--- config.mk ---
export PLATFORM = sky130hd
export DESIGN_NAME = pipelined_barrel_shifter_flat
export DESIGN_NICKNAME = d
export VERILOG_FILES = /design/src/rtl/pipelined_barrel_shifter_if.sv /design/src/rtl/pipelined_barrel_shifter.sv /design/src/flat_wrapper.sv
export SDC_FILE = /design/constraint.sdc
export NUM_CORES = 1
export LEC_CHECK = 0
export ABC_CLOCK_PERIOD_IN_PS = 1600
export CAP_MARGIN = 10
export CORE_ASPECT_RATIO = 1.75
export CORE_UTILIZATION = 52
export CTS_BUF_LIST = sky130_fd_sc_hd__clkbuf_4 sky130_fd_sc_hd__clkbuf_8
export CTS_CLUSTER_DIAMETER = 40
export DETAILED_ROUTE_END_ITERATION = 10
export GPL_TIMING_DRIVEN = 0
export HOLD_SLACK_MARGIN = 0.02
export MAX_ROUTING_LAYER = met4
export PLACE_DENSITY = 0.82
export SYNTH_ARGS = -nofsm -noshare
export SYNTH_HDL_FRONTEND = slang
export SYNTH_SLANG_ARGS = --single-unit
--- constraint.sdc ---
create_clock -name clk -period 1.6 [get_ports clk]
set_input_delay 0.16 -clock clk [delete_from_list [all_inputs] [get_ports clk]]
set_output_delay 0.16 -clock clk [all_outputs]
set_load 0.05 [all_outputs]
--- src/rtl/pipelined_barrel_shifter_if.sv ---
// Handshake bundle for pipelined_barrel_shifter: an operand stream in and a result stream out.
// The shifter connects through the slave modport; its environment drives the master side.
interface pipelined_barrel_shifter_if #(
    parameter int WIDTH = 8
);
    localparam int SHW = $clog2(WIDTH);

    logic             in_valid;
    logic             in_ready;
    logic [WIDTH-1:0] in_data;
    logic [SHW-1:0]   in_amt;
    logic [2:0]       in_mode;
    logic             out_valid;
    logic             out_ready;
    logic [WIDTH-1:0] out_data;

    modport master (
        output in_valid, in_data, in_amt, in_mode, out_ready,
        input  in_ready, out_valid, out_data
    );

    modport slave (
        input  in_valid, in_data, in_amt, in_mode, out_ready,
        output in_ready, out_valid, out_data
    );
endinterface

--- src/rtl/pipelined_barrel_shifter.sv ---
// Pipelined WIDTH-bit shifter/rotator with valid/ready handshakes on both sides.
// Rank 0 registers the operand; stage k then shifts by 2^k into rank k+1 (SHW-cycle latency).
module pipelined_barrel_shifter #(
    parameter int WIDTH = 8
) (
    input logic                    clk,
    input logic                    reset,
    pipelined_barrel_shifter_if.slave bus
);
    localparam int SHW = $clog2(WIDTH);

    typedef enum logic [2:0] {
        MODE_ROR = 3'b000,
        MODE_ROL = 3'b001,
        MODE_LSR = 3'b010,
        MODE_LSL = 3'b011,
        MODE_ASR = 3'b100
    } mode_e;

    logic             en;
    logic             valid_d [0:SHW];
    logic             valid_q [0:SHW];
    logic [WIDTH-1:0] data_d  [0:SHW];
    logic [WIDTH-1:0] data_q  [0:SHW];
    logic [SHW-1:0]   amt_d   [0:SHW-1];
    logic [SHW-1:0]   amt_q   [0:SHW-1];
    logic [2:0]       mode_d  [0:SHW-1];
    logic [2:0]       mode_q  [0:SHW-1];

    // One log2 step; unlisted mode encodings fall through to rotate-right.
    function automatic logic [WIDTH-1:0] shift_step(input logic [WIDTH-1:0] d,
                                                    input logic [2:0]       mode,
                                                    input int               s);
        logic [WIDTH-1:0] r;
        case (mode)
            MODE_ROL: r = (d << s) | (d >> (WIDTH - s));
            MODE_LSR: r = d >> s;
            MODE_LSL: r = d << s;
            MODE_ASR: r = WIDTH'($signed(d) >>> s);
            default:  r = (d >> s) | (d << (WIDTH - s));
        endcase
        return r;
    endfunction

    // The whole pipe advances together, so a full output rank stalls every rank, bubbles included.
    always_comb begin
        en         = !valid_q[SHW] || bus.out_ready;
        valid_d[0] = bus.in_valid && en;
        data_d[0]  = bus.in_data;
        amt_d[0]   = bus.in_amt;
        mode_d[0]  = bus.in_mode;
        for (int k = 0; k < SHW; k++) begin
            valid_d[k+1] = valid_q[k];
            data_d[k+1]  = amt_q[k][k] ? shift_step(data_q[k], mode_q[k], 1 << k) : data_q[k];
        end
        for (int k = 1; k < SHW; k++) begin
            amt_d[k]  = amt_q[k-1];
            mode_d[k] = mode_q[k-1];
        end
    end

    // NOTE: sequential state uses <= so every rank samples the pre-edge value of the one before it.
    always_ff @(posedge clk) begin
        if (reset) begin
            // NOTE: data ranks are cleared too, so out_data reads 0 straight after reset.
            for (int k = 0; k <= SHW; k++) begin
                valid_q[k] <= 1'b0;
                data_q[k]  <= '0;
            end
            for (int k = 0; k < SHW; k++) begin
                amt_q[k]  <= '0;
                mode_q[k] <= '0;
            end
        end else if (en) begin
            for (int k = 0; k <= SHW; k++) begin
                valid_q[k] <= valid_d[k];
                data_q[k]  <= data_d[k];
            end
            for (int k = 0; k < SHW; k++) begin
                amt_q[k]  <= amt_d[k];
                mode_q[k] <= mode_d[k];
            end
        end
    end

    // The last stage only consumes the top amount bit.
    logic unused_amt;
    assign unused_amt = ^amt_q[SHW-1][SHW-2:0];

    assign bus.in_ready  = en;
    assign bus.out_valid = valid_q[SHW];
    assign bus.out_data  = data_q[SHW];
endmodule

--- src/flat_wrapper.sv ---
// flat-port wrapper written by rule: the top's interface ports become plain ports
module pipelined_barrel_shifter_flat 
#(
    parameter int WIDTH = 8
)
  (clk, reset, bus_in_valid, bus_in_data, bus_in_amt, bus_in_mode, bus_out_ready, bus_in_ready, bus_out_valid, bus_out_data);
  pipelined_barrel_shifter_if #(.WIDTH(WIDTH)) bus_i ();
  input logic clk;
  input logic reset;
  input wire logic [$bits(bus_i.in_valid)-1:0] bus_in_valid;
  input wire logic [$bits(bus_i.in_data)-1:0] bus_in_data;
  input wire logic [$bits(bus_i.in_amt)-1:0] bus_in_amt;
  input wire logic [$bits(bus_i.in_mode)-1:0] bus_in_mode;
  input wire logic [$bits(bus_i.out_ready)-1:0] bus_out_ready;
  output wire logic [$bits(bus_i.in_ready)-1:0] bus_in_ready;
  output wire logic [$bits(bus_i.out_valid)-1:0] bus_out_valid;
  output wire logic [$bits(bus_i.out_data)-1:0] bus_out_data;
  assign bus_i.in_valid = bus_in_valid;
  assign bus_i.in_data = bus_in_data;
  assign bus_i.in_amt = bus_in_amt;
  assign bus_i.in_mode = bus_in_mode;
  assign bus_i.out_ready = bus_out_ready;
  assign bus_in_ready = bus_i.in_ready;
  assign bus_out_valid = bus_i.out_valid;
  assign bus_out_data = bus_i.out_data;
  pipelined_barrel_shifter #(.WIDTH(WIDTH)) u_core (.clk(clk), .reset(reset), .bus(bus_i));
endmodule
==> results.json <==
{
  "place_area_um2": 2900,
  "dieHeight_um": 94.2,
  "synth_nets": 210,
  "ys_seq_area_share_pct": 60.6,
  "grt_overflow": 0,
  "path_class": "reg -> out",
  "synth_area_leader_cell": "edfxtp_1",
  "top_usage_layer": "met2",
  "ff_latch_area_um2": 1530,
  "grt_pass1_wl_um": 7300,
  "setup_ws_ns": 0.0659,
  "holdWs_ns": 0.502,
  "viasPerCell": 5.65,
  "worstSetupStartpointType": "flop",
  "place.gp.congestion": 0.929,
  "worst_pin_slew_ns": 0.699,
  "grtUsageMet2_pct": 35.6,
  "power_density_nw_per_um2": 1010,
  "wl_um": 4340,
  "layout.cells.most_common": "edfxtp_1",
  "final_antenna_net_count": 0,
  "die_w_um": 54.7,
  "status": "completed",
  "multi_input_area_um2": 872,
  "critPathMaxFanout": 4,
  "final_nets": 244,
  "drt-wirelength-per-cell_um": 15.5,
  "fin_skew_ns": 0.00516,
  "die_area_um2": 5150,
  "ioPinCount": 28,
  "fin_crit_ns": 1.53,
  "r2r_slack_ns": 0.09,
  "core.rowCount": 33,
  "io_buffers": 27,
  "num-fill-cells": 339,
  "syn_area_um2": 2530,
  "hold_class": "in -> reg",
  "worstSetupEndpointType": "primary output",
  "ys_warn_count": 0,
  "numCtsBuffers": 5,
  "final_area_um2": 3030,
  "finalSetupViolCount": 0,
  "power_leakage_nw": 1.15,
  "clkSlewWorstSetupHoldPaths_ns": 0.09,
  "dp.cells": 271,
  "synth-seq-cells": 51,
  "area_growth_pct": 19.8,
  "yosys.cell_types.count": 32,
  "grt_max_degree": 52,
  "r2r_end": "u_core.valid_q[0][2]",
  "grt_pass1_vias": 1604,
  "firstDrtPassIters": 4,
  "layout-drive-gt1-share_pct": 20.7,
  "grt_util_all_layers_pct": 20.8,
  "reg2reg_depth": 2,
  "start_util_pct": 54.2,
  "rsz0062_at_grt": "no",
  "final_cell_count_no_fill": 279,
  "max_freq_mhz": 652,
  "clock-sinks": 51,
  "cts_tree": "built",
  "synth_area_per_cell_um2": 13.2,
  "grt_util_met3_pct": 4.37,
  "cp-endpoint": "bus_in_ready",
  "final_cell_mix": "51 x edfxtp_1, 26 x and2_1, 20 x nor2_1",
  "core_area_um2": 4670,
  "hold_viol": 0,
  "dp_slack_ns": -0.114,
  "dp_hpwl_um": 2980,
  "cts_htree_levels": 2,
  "synthCells": 192,
  "finalMaxSlewViolations": 0,
  "clkLatencyLatePin_ns": 0.30,
  "crit_required_ns": 1.44,
  "gr-usage-met1_pct": 21.1,
  "synth_top_area_share_pct": 60.6,
  "antenna_found_initial": 0,
  "drtIter0Drc": 51,
  "root_buffer": "clkbuf_8",
  "drv_cap": 0,
  "synthTopCellsByArea": "edfxtp_1 61%, a211oi_2 6.4%, and2_1 6.4%",
  "crit_arrival_ns": 1.37,
  "cts_buffer_depth": 2,
  "ir_drop_uv": 828,
  "cp-startpoint": "u_core.valid_q[0][3]",
  "cts_hold_buf": 0,
  "slew-limit-headroom_pct": 53.4,
  "n_antenna_cell": 0,
  "r2r_start": "u_core.valid_q[0][3]",
  "fin_crit_sh_pct": 95.9,
  "drc": 0,
  "via_count": 1576
}
-- per-layer routing --
metal | vias to the layer above | part of all wire (%) | routed length (µm)
met2 | 46 | 59 | 2560
met1 | 761 | 36 | 1570
met5 | - | 0 | 0
met3 | 8 | 2.9 | 126
li1 | 761 | - | -
met4 | 0 | 1.8 | 78
-- where the power goes --
group	internal (mW)	switching (mW)
combinational	0.183	0.197
clock	0.642	0.410
sequential	1.56	0.0637
total	2.39	0.671
-- worst max-delay path, stage by stage (launching register included) --
cell and delay (ns):
edfxtp_1 0.44, nand2b_4 0.11, dlygate4sd2_1 0.53
-- sequential cells by signal, indices dropped and copies added (netlist names) --
register        cells
u_core.mode_q       9
u_core.data_q      32
u_core.amt_q        6
u_core.valid_q      4
-- Yosys cell counts (all sizes together) --
cell and n:
and2b 3, edfxtp 51, o21a 2, a22oi 1, nand2 4, nor3 2
mux2i 13, nand2b 6, buf 14, and2 27, o31a 2, a311oi 3
a21oi 4, nand3b 1, a211oi 17, o21ai 7, or2 1, nor2b 4
nand3 4, xnor2 1, nor2 20, clkbuf 5
-- stage by stage --
step                      power [mW]  utilization (%)  TNS, ns
after floorplan                 1.92                -    -9.30
after global routing            3.17             64.9        0
after CTS                       3.08             64.9        0
after global placement          2.03             62.2    -5.11
final                           3.06             64.9        0
after detailed placement        2.05             62.2    -5.81
-- how the worst min path moves through the flow --
stage	from	end	slack, ns	cells past startpoint
final	bus_in_amt[2]	u_core.amt_q[0][2]	0.50	2
after global routing	bus_in_amt[2]	u_core.amt_q[0][2]	0.51	2
after CTS	bus_in_amt[2]	u_core.amt_q[0][2]	0.50	2
after detailed placement	u_core.amt_q[0][5]	u_core.amt_q[0][8]	0.51	1
after global placement	u_core.amt_q[0][5]	u_core.amt_q[0][8]	0.50	1
after floorplan	bus_in_amt[0]	u_core.amt_q[0][0]	0.36	1
-- final cells by class --
type | count | area share, %
timing repair buffer | 27 | 8.51
clock inverter | 2 | 1.98
buffer | 19 | 5.45
tap | 52 | 2.15
clock buffer | 6 | 2.52
sequential | 51 | 50.6
multi-input combinational | 122 | 28.8
-- timing repair --
| item | 4_1_cts | 5_1_grt |
|---|---|---|
| resized for setup | 10 | 0 |
| endpoints found under the setup margin | 10 | 0 |
| setup buffers | 0 | 0 |
-- logic make-up (layout without fill, tap and decap cells) --
group,Yosys count,in the layout,share of synthesized area [%]
AOI/OAI and AO/OA,36,36,12.6
xor gates and xnor gates,1,1,0.347
buffers and inverters,19,54,5.05
DFF,51,51,60.6
muxes,13,13,5.15
and+or+nand+nor,72,72,16.2
No activity file was read; power rests on OpenSTA's default activity.
